==> src/rtl/cg_rvarch_instr_encoder_pkg.sv <==
// Purpose : shared RV32 field definitions for the instruction encoder (opcodes, formats, field bundle).
// Latency : n/a (types, constants and a combinational helper only).
// Backpr. : n/a.
package CG_rvarch_instr_field_pkg;

    // Major opcodes (instruction bits [6:0])
    localparam logic [6:0] OPC_LUI       = 7'b0110111;
    localparam logic [6:0] OPC_AUIPC     = 7'b0010111;
    localparam logic [6:0] OPC_JAL       = 7'b1101111;
    localparam logic [6:0] OPC_JALR      = 7'b1100111;
    localparam logic [6:0] OPC_BRANCH    = 7'b1100011;
    localparam logic [6:0] OPC_LOAD      = 7'b0000011;
    localparam logic [6:0] OPC_STORE     = 7'b0100011;
    localparam logic [6:0] OPC_OP_IMM    = 7'b0010011;
    localparam logic [6:0] OPC_OP_IMM_32 = 7'b0011011;
    localparam logic [6:0] OPC_OP        = 7'b0110011;
    localparam logic [6:0] OPC_OP_32     = 7'b0111011;
    localparam logic [6:0] OPC_MISC_MEM  = 7'b0001111;
    localparam logic [6:0] OPC_SYSTEM    = 7'b1110011;

    // Sticky error code bits
    localparam logic [1:0] ERR_OPCODE = 2'b01;
    localparam logic [1:0] ERR_IMM    = 2'b10;

    typedef enum logic [2:0] {
        FMT_R,
        FMT_I,
        FMT_S,
        FMT_B,
        FMT_U,
        FMT_J,
        FMT_NONE
    } instr_fmt_e;

    // Decoded field bundle; imm is sign-extended and unshifted
    typedef struct packed {
        logic [6:0]  opcode;
        logic [4:0]  rd;
        logic [4:0]  rs1;
        logic [4:0]  rs2;
        logic [2:0]  funct3;
        logic [6:0]  funct7;
        logic [31:0] imm;
    } instr_fields_t;

    function automatic instr_fmt_e opcode_to_fmt(input logic [6:0] opc);
        instr_fmt_e fmt;
        case (opc)
            OPC_LUI, OPC_AUIPC:                     fmt = FMT_U;
            OPC_JAL:                                fmt = FMT_J;
            OPC_JALR, OPC_LOAD, OPC_OP_IMM,
            OPC_OP_IMM_32, OPC_MISC_MEM, OPC_SYSTEM: fmt = FMT_I;
            OPC_STORE:                              fmt = FMT_S;
            OPC_BRANCH:                             fmt = FMT_B;
            OPC_OP, OPC_OP_32:                      fmt = FMT_R;
            default:                                fmt = FMT_NONE;
        endcase
        return fmt;
    endfunction

endpackage

==> src/rtl/cg_rvarch_instr_encoder_pack.sv <==
// Purpose : packs a decoded field bundle into a 32-bit RV32 word by format; flags bad immediates.
// Latency : combinational.
// Backpr. : none (pure function of inputs).
// Ports   : fields/fmt in; word (encoded instruction), imm_err (immediate fails range/alignment) out.
// Config  : CG_RVARCH_ENC_RANGECHK_EN enables the immediate check; otherwise imm_err is tied low
//           and out-of-range immediate bits are simply truncated by the packing.
import CG_rvarch_instr_field_pkg::*;

module cg_rvarch_instr_pack (
    input  instr_fields_t fields,
    input  instr_fmt_e    fmt,
    output logic [31:0]   word,
    output logic          imm_err
);

    logic [31:0] imm;
    assign imm = fields.imm;

    always_comb begin
        word = 32'h0;
        case (fmt)
            FMT_U: word = {imm[31:12], fields.rd, fields.opcode};
            FMT_J: word = {imm[20], imm[10:1], imm[11], imm[19:12], fields.rd, fields.opcode};
            FMT_I: word = {imm[11:0], fields.rs1, fields.funct3, fields.rd, fields.opcode};
            FMT_S: word = {imm[11:5], fields.rs2, fields.rs1, fields.funct3, imm[4:0], fields.opcode};
            FMT_B: word = {imm[12], imm[10:5], fields.rs2, fields.rs1, fields.funct3,
                           imm[4:1], imm[11], fields.opcode};
            FMT_R: word = {fields.funct7, fields.rs2, fields.rs1, fields.funct3, fields.rd,
                           fields.opcode};
            default: word = 32'h0;
        endcase
    end

`ifdef CG_RVARCH_ENC_RANGECHK_EN
    // Signed-fit test: every bit above the field's sign bit must replicate it.
    always_comb begin
        imm_err = 1'b0;
        case (fmt)
            FMT_I, FMT_S: imm_err = (imm[31:11] != {21{imm[11]}});
            FMT_B:        imm_err = (imm[31:12] != {20{imm[12]}}) || imm[0];
            FMT_J:        imm_err = (imm[31:20] != {12{imm[20]}}) || imm[0];
            FMT_U:        imm_err = (imm[11:0] != 12'h0);
            default:      imm_err = 1'b0;
        endcase
    end
`else
    assign imm_err = 1'b0;
`endif

endmodule

==> src/rtl/cg_rvarch_instr_encoder.sv <==
// Purpose : streaming RV32 encoder; packs field bundles and writes words to sequential memory addresses.
// Latency : 1 cycle from accept to o_wr_en/o_wr_addr/o_wr_data (registered).
// Backpr. : o_ready low while a held word waits on i_wr_ready, while full, idle or during i_start.
// Ports   : i_clk/i_rst_n; i_start; i_valid/o_ready + field inputs; o_wr_en/o_wr_addr/o_wr_data/
//           i_wr_ready memory write port; o_count, o_full, o_err_code (sticky), i_err_clr.
// Config  : CG_RVARCH_ENC_RANGECHK_EN (see cg_rvarch_instr_pack) enables immediate range checking.
import CG_rvarch_instr_field_pkg::*;

module cg_rvarch_instr_encoder #(
    parameter int          ADDR_W    = 10,
    parameter logic [31:0] BASE_ADDR = 32'h0
) (
    input  logic              i_clk,
    input  logic              i_rst_n,
    input  logic              i_start,
    input  logic              i_valid,
    output logic              o_ready,
    input  logic [6:0]        i_opcode,
    input  logic [4:0]        i_rd,
    input  logic [4:0]        i_rs1,
    input  logic [4:0]        i_rs2,
    input  logic [2:0]        i_funct3,
    input  logic [6:0]        i_funct7,
    input  logic [31:0]       i_imm,
    output logic              o_wr_en,
    output logic [31:0]       o_wr_addr,
    output logic [31:0]       o_wr_data,
    input  logic              i_wr_ready,
    output logic [ADDR_W:0]   o_count,
    output logic              o_full,
    output logic [1:0]        o_err_code,
    input  logic              i_err_clr
);

    typedef enum logic [1:0] {
        ST_IDLE,
        ST_RUN,
        ST_FULL
    } state_e;

    localparam logic [ADDR_W:0] CNT_ONE  = {{ADDR_W{1'b0}}, 1'b1};
    localparam logic [ADDR_W:0] FULL_CNT = {1'b1, {ADDR_W{1'b0}}};

    state_e          state_q, state_d;
    logic            wr_en_q, wr_en_d;
    logic [31:0]     wr_addr_q, wr_addr_d;
    logic [31:0]     wr_data_q, wr_data_d;
    logic [ADDR_W:0] issued_q, issued_d;
    logic [ADDR_W:0] count_q, count_d;
    logic [1:0]      err_q, err_d;

    instr_fields_t   fields;
    instr_fmt_e      fmt;
    logic [31:0]     packed_word;
    logic            imm_err;
    logic            accept;
    logic            drop_opc;
    logic            good;
    logic            drain;

    always_comb begin
        fields        = '0;
        fields.opcode = i_opcode;
        fields.rd     = i_rd;
        fields.rs1    = i_rs1;
        fields.rs2    = i_rs2;
        fields.funct3 = i_funct3;
        fields.funct7 = i_funct7;
        fields.imm    = i_imm;
        fmt           = opcode_to_fmt(i_opcode);
    end

    cg_rvarch_instr_pack u_pack (
        .fields  (fields),
        .fmt     (fmt),
        .word    (packed_word),
        .imm_err (imm_err)
    );

    // A new beat may only land in the output register once the held word leaves it.
    assign o_ready  = (state_q == ST_RUN) && !i_start && (!wr_en_q || i_wr_ready) && !o_full;
    assign accept   = i_valid && o_ready;
    assign drop_opc = (fmt == FMT_NONE);
    assign good     = accept && !drop_opc && !imm_err;
    assign drain    = wr_en_q && i_wr_ready;

    always_comb begin
        state_d   = state_q;
        wr_en_d   = wr_en_q && !i_wr_ready;
        wr_addr_d = wr_addr_q;
        wr_data_d = wr_data_q;
        issued_d  = issued_q;
        count_d   = drain ? count_q + CNT_ONE : count_q;

        // Clear first so a simultaneous new error still lands.
        err_d = i_err_clr ? 2'b00 : err_q;
        if (accept && drop_opc) begin
            err_d = err_d | ERR_OPCODE;
        end
        if (accept && imm_err) begin
            err_d = err_d | ERR_IMM;
        end

        if (good) begin
            wr_en_d   = 1'b1;
            wr_addr_d = BASE_ADDR + 32'({issued_q, 2'b00});
            wr_data_d = packed_word;
            issued_d  = issued_q + CNT_ONE;
        end

        case (state_q)
            ST_IDLE: state_d = ST_IDLE;
            ST_RUN:  state_d = (issued_d == FULL_CNT) ? ST_FULL : ST_RUN;
            ST_FULL: state_d = ST_FULL;
            default: state_d = ST_IDLE;
        endcase

        // Restart discards any unwritten word but keeps the sticky error.
        if (i_start) begin
            state_d  = ST_RUN;
            wr_en_d  = 1'b0;
            issued_d = '0;
            count_d  = '0;
        end
    end

    always_ff @(posedge i_clk or negedge i_rst_n) begin
        if (!i_rst_n) begin
            state_q   <= ST_IDLE;
            wr_en_q   <= 1'b0;
            wr_addr_q <= 32'h0;
            wr_data_q <= 32'h0;
            issued_q  <= '0;
            count_q   <= '0;
            err_q     <= 2'b00;
        end else begin
            state_q   <= state_d;
            wr_en_q   <= wr_en_d;
            wr_addr_q <= wr_addr_d;
            wr_data_q <= wr_data_d;
            issued_q  <= issued_d;
            count_q   <= count_d;
            err_q     <= err_d;
        end
    end

    assign o_wr_en    = wr_en_q;
    assign o_wr_addr  = wr_addr_q;
    assign o_wr_data  = wr_data_q;
    assign o_count    = count_q;
    assign o_full     = (state_q == ST_FULL);
    assign o_err_code = err_q;

endmodule
==> config.mk <==
export PLATFORM = sky130hd
export DESIGN_NAME = cg_rvarch_instr_encoder
export DESIGN_NICKNAME = d
export VERILOG_FILES = /design/src/rtl/cg_rvarch_instr_encoder_pkg.sv /design/src/rtl/cg_rvarch_instr_encoder_pack.sv /design/src/rtl/cg_rvarch_instr_encoder.sv
export SDC_FILE = /design/constraint.sdc
export NUM_CORES = 1
export LEC_CHECK = 0
export ABC_AREA = 1
export BUFFER_PORTS_ARGS = -buffer_cell sky130_fd_sc_hd__buf_4
export CAP_MARGIN = 40
export CORE_MARGIN = 2
export CORE_UTILIZATION = 49
export DETAILED_ROUTE_END_ITERATION = 12
export PLACE_DENSITY = 0.85
export SYNTH_ARGS = -nofsm -noshare
export SYNTH_HDL_FRONTEND = slang
export SYNTH_SLANG_ARGS = --single-unit
==> constraint.sdc <==
create_clock -name i_clk -period 2.4 [get_ports i_clk]
set_input_delay 0.48 -clock i_clk [delete_from_list [all_inputs] [get_ports i_clk]]
set_output_delay 0.48 -clock i_clk [all_outputs]
set_load 0.005 [all_outputs]
* Word-level counts from Yosys, hierarchy flattened *
Cells that the tools add are included.

word-level totals
  register bits = 70
  output and inout port bits = 80
  bits of input ports = 70

cells by class
  reductions and logical operators = 20
  $add $sub $neg = 2
  muxes and demuxes = 13
  equal/unequal tests = 22

operators by type and width
  kind                                                              count
  32-bit case mux with 6 select lines                               1
  11-bit 2-to-1 mux                                                 4
  7-bit by 6-bit == test with 1-bit output (second input constant)  4
  7-bit == test (second input constant)                             4
  11-bit by 1-bit adder with 11-bit output (second input constant)  2
  7-bit by 5-bit == test with 1-bit output (second input constant)  3
  3-bit case mux with 6 select lines                                1
  11-bit == test (second input constant)                            1
  3-bit == test (second input constant)                             3
  1-bit logical AND                                                 8
  7-bit by 2-bit == test with 1-bit output (second input constant)  1
  7-bit by 4-bit == test with 1-bit output (second input constant)  1
  3-bit by 2-bit == test with 1-bit output (second input constant)  2
  2-bit 2-to-1 mux                                                  3
  6-bit OR reduction                                                1
  1-bit zero test                                                   5
  2-bit case mux with 2 select lines                                1
  2-bit nonzero test                                                2
  2-bit OR reduction                                                2
  3-bit by 1-bit == test with 1-bit output (second input constant)  1
  3-bit zero test                                                   1
  1-bit 2-to-1 mux                                                  3
  2-bit by 1-bit == test with 1-bit output (second input constant)  1
  2-bit == test (second input constant)                             1
  1-bit logical OR                                                  1

* Longest topological paths before layout *
Gate-level depths: netlist of the first run.

  depth in word-level cells = 11
  gate-level depth with buffers = 17
  mapped depth without buffers = 16

* Hierarchy *
Synthesis of the first run repeated with hierarchy kept, for this count alone.

second synthesis, totals
  cells, all modules = 578
  area total of the unflattened synthesis = 4,112.7 µm²

modules (own cells, without submodules)
  module                   area each (µm²)  cells an instance  times used
  cg_rvarch_instr_encoder  3,488.3          449                1
  cg_rvarch_instr_pack     624.3            129                1

* Worst setup path after synthesis of the first run *
OpenSTA, ideal clock, no wires.

  path type = input to register
  from = input port i_start
  to = register state_q[0]
  slack = 0.466 ns
  arrival time = 1.799 ns
  cell stages on the path = 13
  path buffers = 3
  path through = buf_2 inv_1 nand3_1 nor3b_2 nand2_2 buf_6 buf_6 nand2_2 nand2_2 nor2_1 nand3_1 nor2_1 o21ai_1

on the way
  cells in the longest elaborated chain, start to end = 11

ends and longest elaborated chain
  item                                line                            RTL
  from (decl)                         cg_rvarch_instr_encoder.sv:15   input logic i_start,
  1-bit zero test                     cg_rvarch_instr_encoder.sv:81   assign o_ready = (state_q == ST_RUN) && !i_start && (!wr_en_q || i_wr_ready) && !o_full;
  1-bit logical AND (3 in a row)      cg_rvarch_instr_encoder.sv:81
  1-bit logical AND                   cg_rvarch_instr_encoder.sv:82   assign accept = i_valid && o_ready;
  1-bit logical AND                   cg_rvarch_instr_encoder.sv:84   assign good = accept && !drop_opc && !imm_err;
  11-bit 2-to-1 mux                   cg_rvarch_instr_encoder.sv:104  if (good) begin
  11-bit == test                      cg_rvarch_instr_encoder.sv:113  ST_RUN: state_d = (issued_d == FULL_CNT) ? ST_FULL : ST_RUN;
  2-bit 2-to-1 mux                    cg_rvarch_instr_encoder.sv:113
  2-bit case mux with 2 select lines  cg_rvarch_instr_encoder.sv:111  case (state_q)
  2-bit 2-to-1 mux *                  cg_rvarch_instr_encoder.sv:119  if (i_start) begin
  via state_d[0]                      cg_rvarch_instr_encoder.sv:44   state_e state_q, state_d;
  to (signal assigned)                cg_rvarch_instr_encoder.sv:137  state_q <= state_d;
  to (decl)                           cg_rvarch_instr_encoder.sv:44

The timed path passes the listed nets; every way through them passes the cells marked *.
A chain may end at the register's enable or synchronous reset.

* Worst setup path after layout of the first run *
  from = register state_q[0]
  to = register state_q[1]

on the way
  cells in the longest elaborated chain, start to end = 11
  elaborated cells on any way between the ends = 13
  those cells by class = 3 x eq/ne; 4 x mux; 6 x reduce/logical

ends and longest elaborated chain
  item                                      line
  2-bit by 1-bit == test with 1-bit output  cg_rvarch_instr_encoder.sv:81, cg_rvarch_instr_encoder.sv:111
  1-bit logical AND (3 in a row)            cg_rvarch_instr_encoder.sv:81
  1-bit logical AND                         cg_rvarch_instr_encoder.sv:82
  1-bit logical AND                         cg_rvarch_instr_encoder.sv:84
  11-bit 2-to-1 mux                         cg_rvarch_instr_encoder.sv:104
  11-bit == test                            cg_rvarch_instr_encoder.sv:113
  2-bit 2-to-1 mux                          cg_rvarch_instr_encoder.sv:113
  2-bit case mux with 2 select lines *      cg_rvarch_instr_encoder.sv:111
  2-bit 2-to-1 mux *                        cg_rvarch_instr_encoder.sv:119
  via state_d[1]                            cg_rvarch_instr_encoder.sv:44

Marks and branches as above.

==> metrics, run 1 <==
reg2reg end state_q[1]; switching share of power between 20 and 30%; final setup fails 0; sum of negative setup slack 0 ns; Die Y 93.0 microns; worst min path class in -> reg; crit end category flip-flop; Critical Path AT about 2.5 ns; Clock Pin Slew Worst Setup and Hold Paths approximately 0.08 ns; hold path endpoint o_err_code[0]; register area share after synthesis 44.4%; launch point of the worst hold path i_err_clr; largest net degree at the start of global routing 68; CTS tree yes; first-pass GRT wire length 16700 microns; initial DRC count 209; final hold violations 0; fin cells 742; FP Rows 32; DR pass1 iterations 4; WL/cell roughly 14 microns; asr flop ratio synth 100%; placed cell count 725; Final Slew Violations 0; Vias/cell 5.03; Sink Count 69; Die ar. 0.00866 sq mm; Max clock buf depth 2; Setup Crit Path Kind reg -> reg; most frequent cells in the layout 148 x nand2_1, 133 x buf_4, 69 x dfrtp_1; FF-to-FF setup slack 0.23 ns; final WL 10400 microns; vias around 3.7k; synth unique cells 33; Synth Flop Type dfrtp_1; commonest non-fill, non-tap cell in the layout nand2_1; vias in the first global route about 3.6k; r2r startpoint state_q[0]; mean post-synth cell area 7.66 sq um; HPWL after DPL 7920 microns; Flop pwr share 47.3%; maxcap violations 0; chip width 93.0 microns; routability cong. 0.952; Initial Utilization ~50%; highest clock rate 461 MHz; crit start category flip-flop; layout net count 709; Synth area leader dfrtp_1; yosys warns 0; IO Port Bufs around 130; Seq cells post-synth 69; Post-DRT Antenna Nets 0; Core Footprint 0.00769 sq mm; CTS Root Cell clkbuf_8; Hold WS approximately 0.32 ns; Multi-input gate area about 0.0018 sq mm; internal power 2.01 mW; Logic pwr share 18.1%; switching power 0.767 mW; initial antenna violation count 0; WL met1 4210 microns; Synth top area share approximately 44%; fillers 675; DRC violation count after routing 0; latest clock arrival within the worst-skew pair 0.35 ns; GRT overflow 0; IO Count 150; # diodes 0; storage element area 0.00173 sq mm; Post-synth EDFFs 0; metal2 WL 5070 microns; Required @ worst endpoint 2.68 ns; final total power ~2.8 mW; worst setup margin 0.229 ns; Area Overhead vs Synth 30.8%; Post-Syn Area ~0.004 sq mm; Worst VDD drop 0.292 mV; most area-consuming cells after synthesis dfrtp_1 44%, nand2_1 14%, buf_4 4.3%; Cells after Synth 507; Leak 2.80 nW; Final Skew 0.00818 ns; final worst path period need roughly 2.2 ns; final period utilization 90.5%; hold path depth 2; RSZ-0062 raised after global routing false; clock power share 34.6%; CTS Buf Count 9; reg2reg path depth 14; worst slack, placed 0.0834 ns; crit path max fanout 37; met3 wire length slightly below 900 microns; Cell Pwr Density 546 mW/mm^2; status finished, final reports clean; CTS HTree Levels 3; Max Used Layer met4; share of layout cells above drive strength 1 28.0%; GRT Total Usage 24.4%
## critical path, stage by stage, from the launching register on
cell and delay, ns:
dfrtp_1 0.37, inv_1 0.05, ha_1 0.21, inv_1 0.07, nand3_1 0.14, nor3b_4 0.26
nand2_2 0.14, buf_12 0.20, nand2_1 0.09, nand2_1 0.05, nor2_1 0.14, nand2_1 0.07
nor2_1 0.10, nand3_1 0.07, a21oi_1 0.13
## per-layer routing
| layer | global-route usage [%] | vias up |
|---|---|---|
| li1 | - | 1835 |
| met1 | 30.7 | 1710 |
| met2 | 41.2 | 166 |
| met3 | 6.04 | 19 |
| met4 | 8.33 | 0 |
| met5 | 0 | - |
## Yosys cell counts (2+ instances only)
cell type,number
nand2_1,148
dfrtp_1,69
nor2_1,43
inv_1,42
o21ai_0,33
a21oi_1,25
nand3_1,25
buf_4,22
buf_2,9
nor3_1,9
inv_2,8
nand2_2,8
xor2_1,8
a21o_1,7
a31oi_1,5
clkbuf_1,5
nand3b_1,5
buf_6,4
ha_1,4
a22o_1,3
and3_1,3
nand2_4,3
o21ai_1,3
o22ai_1,3
a221oi_1,2
nand4_1,2
nor2_2,2
or2_2,2
## metrics by stage
| stage | utilization (%) | cell area [sq um] |
|---|---|---|
| floorplan | - | 3960 |
| global placement | 62.9 | 4840 |
| detailed placement | 63.3 | 4860 |
| CTS | 66.0 | 5070 |
| global route | 66.1 | 5080 |
| finish | 66.1 | 5080 |
## cells by family after synthesis
logic type	count (synthesis)	synth area share, %
xor+xnor	8	1.80
fa+ha+maj	4	1.29
compound gates	81	11.6
other cells	1	0.0965
simple gates	254	28.9
buf+inv	90	11.9
flops	69	44.4
## worst max-delay path by stage
stage | slack, ns | startpoint | to
2_1_floorplan | 0.47 | i_start | state_q[0]
3_3_place_gp | 0.16 | i_opcode[1] | state_q[0]
3_5_place_dp | 0.08 | i_opcode[2] | state_q[1]
4_1_cts | 0.22 | state_q[0] | state_q[1]
5_1_grt | 0.0001 | state_q[0] | state_q[1]
6_report | 0.23 | state_q[0] | state_q[1]
## power by group through the flow
stage / registers [mW] / clock network, mW / logic [mW]
2_1_floorplan: 1.33 / 0 / 0.213
3_3_place_gp: 1.33 / 0 / 0.486
3_5_place_dp: 1.33 / 0 / 0.501
4_1_cts: 1.31 / 0.979 / 0.503
5_1_grt: 1.32 / 1.03 / 0.553
6_report: 1.31 / 0.960 / 0.502
## what timing repair did
| item | CTS | global route |
|---|---|---|
| gates resized for setup | 0 | 2 |
| hold endpoints to repair | 2 | 0 |
| setup buffers | 0 | 0 |
| hold buffers | 1 | 0 |
| endpoints found under the setup margin | 0 | 1 |
## sequential cells by signal (all words and copies together), names as in the netlist
register and flops:
o_wr_en 1, o_err_code 1, issued_q 11, o_wr_addr 11, state_q 2, o_wr_data 32
o_count 11
## cell type report
class                      count  share of cell area (%)
timing repair buffer         136                    20.8
sequential                    69                    34.0
tap                          102                    2.51
multi-input combinational    369                    35.1
inverter                      50                    3.77
clock buffer                   9                    2.44
clock inverter                 7                    1.45
No activity file was read; power rests on OpenSTA's default activity.
==> run 2: changes to the inputs <==
==> constraint.sdc (replaced) <==
create_clock -name i_clk -period 2.26 [get_ports i_clk]
set_input_delay 0.452 -clock i_clk [delete_from_list [all_inputs] [get_ports i_clk]]
set_output_delay 0.452 -clock i_clk [all_outputs]
set_load 0.005 [all_outputs]
==> run 2 against run 1 <==
  * Wire length grew 1.9%
  * Flip-flop and latch count is the same
  * Die area is the same
  * Largest cell class unchanged
  * Largest power group unchanged
==> metrics, run 2 (synthesis gave the netlist of run 1 again) <==
status finished, final reports clean; vias in the first global route 3582 (+0.84%); FP Rows 32 (unchanged); Vias/cell 5.03 (about the same); highest clock rate 476 MHz (+3.3%); share of layout cells above drive strength 1 28.8% (+0.87 points); Setup Crit Path Kind reg -> reg; commonest non-fill, non-tap cell in the layout nand2_1; Post-DRT Antenna Nets 0 (unchanged); clock power share 36.7% (+2.1 points); CTS Root Cell clkbuf_8; largest net degree at the start of global routing 40 (-41%); Required @ worst endpoint 2.54 ns (-0.14 ns); routability cong. 0.842 (-12%); Initial Utilization 50.5% (unchanged); hold buffer count at cts 0 (-1); CTS tree yes; IO Count 150 (unchanged); worst min path class in -> async; HPWL after DPL 8140 microns (+2.8%); Clock Pin Slew Worst Setup and Hold Paths 0.08 ns (about the same); sum of negative setup slack 0 ns (unchanged); Worst VDD drop 0.322 mV (+10%); switching share of power 26.2% (-1.5 points); Final Skew 0.00614 ns (-0.00204 ns); Final Slew Violations 0 (unchanged); Cell Pwr Density 595 mW/mm^2 (+9.0%); Final Cell Area 0.00514 sq mm (+1.3%); CTS Buf Count 9 (unchanged); initial DRC count 142 (-32%); worst setup margin 0.158 ns (-0.0711 ns); DRC violation count after routing 0 (unchanged); crit end category flip-flop; final setup fails 0 (unchanged); internal power 2.26 mW (+13%); maxcap violations 0 (unchanged); max FFs per register 32 (unchanged); first-pass GRT wire length 16600 microns (-0.83%); final hold violations 0 (unchanged); Leak 2.84 nW (+1.4%); final total power 3.06 mW (+10%); Die Y 93.0 microns (unchanged); Core Footprint 0.00769 sq mm (unchanged); vias 3757 (+0.72%); GRT overflow 0 (unchanged); DR pass1 iterations 4 (unchanged); chip width 93.0 microns (unchanged); WL/cell 14.1 microns (+1.2%); GRT Total Usage 24.2% (-0.22 points); cell area after placement 0.00489 sq mm (+0.62%); Area Overhead vs Synth 32.4%; Final Util 66.9% (+0.83 points); worst slack, placed 0.0529 ns (-0.0306 ns); initial antenna violation count 0 (unchanged); Logic pwr share 17.8% (-0.3 points); Flop pwr share 45.5% (-1.8 points); switching power 0.802 mW (+4.6%); CTS HTree Levels 3 (unchanged); crit path max fanout 26 (-30%); final period utilization 93.0% (+2.6 points); final worst path period need 2.10 ns (-0.0689 ns); Sink Count 69 (unchanged); Die ar. 0.00866 sq mm (unchanged); crit start category flip-flop; latest clock arrival within the worst-skew pair 0.35 ns (about the same); layout net count 714 (+0.71%); final WL 10600 microns (+1.9%); Critical Path AT 2.38 ns (-0.07 ns); # diodes 0 (unchanged); most frequent cells in the layout 148 x nand2_1, 138 x buf_4, 69 x dfrtp_1; Max clock buf depth 2 (unchanged); IO Port Bufs 127 (unchanged)
[run 2: critical path, stage by stage (launching register included)]
cell and delay, ns:
dfrtp_1 0.37, inv_1 0.05, ha_1 0.20, inv_1 0.09, nand3_2 0.11, nor3b_4 0.26, nand2_2 0.14, buf_12 0.18
nand2_1 0.08, nand2_1 0.08, nor2_1 0.10, nand2_1 0.06, nor2_1 0.11, nand3_1 0.07, a21oi_1 0.13
[run 2: timing repair]
| action | 4_1_cts | 5_1_grt |
|---|---|---|
| endpoints found under the setup margin | 0 | 2 |
| buffers inserted | 0 | 1 |
| gates resized for setup | 0 | 5 |
[run 2: routing by layer]
layer | wire, microns | up-vias | part of all wire (%) | track usage [%]
met5 | 0 | - | 0 | 0
met4 | 192 | 0 | 1.8 | 8.09
met3 | 768 | 19 | 7.3 | 3.95
met2 | 5230 | 140 | 50 | 43.4
met1 | 4360 | 1751 | 41 | 29.5
li1 | - | 1847 | - | -
[run 2: final timing paths]
| path | startpoint | endpoint | slack (ns) | cells past startpoint |
|---|---|---|---|---|
| max in group asynchronous | i_rst_n | o_wr_data[20] | 1.69 | 2 |
| hold reg to reg | o_wr_addr[2] | o_wr_addr[2] | 0.48 | 2 |
| min in group i_clk | i_err_clr | o_err_code[0] | 0.29 | 2 |
| hold / removal | i_rst_n | o_wr_data[18] | 0.03 | 1 |
| setup reg to reg | state_q[0] | state_q[1] | 0.16 | 14 |
| setup / recovery | state_q[0] | state_q[1] | 0.16 | 14 |
[run 2: per-stage QoR]
stage	cells	hold WS [ns]
floorplan	528	0.156
CTS	746	0.0296
finish	747	0.0294
global route	747	0.0518
detailed placement	730	0.411
global placement	730	0.412
[run 2: layout make-up]
| class | instances | area [sq um] |
|---|---|---|
| clock buffers | 10 | 128 |
| clock inverters | 6 | 95.1 |
| fillers | 660 | 2540 |
| inverters | 50 | 191 |
| multi-input cells | 369 | 1790 |
| flip-flops and latches | 69 | 1730 |
| well taps | 102 | 128 |
| repair buffers | 141 | 1090 |
[run 2: power by group through the flow]
stage          Clock, mW  Combinational [mW]  Sequential, mW
3_5_place_dp           0               0.534            1.42
2_1_floorplan          0               0.226            1.41
5_1_grt             1.20               0.600            1.40
6_report            1.12               0.545            1.39
3_3_place_gp           0               0.522            1.41
4_1_cts             1.15               0.535            1.39
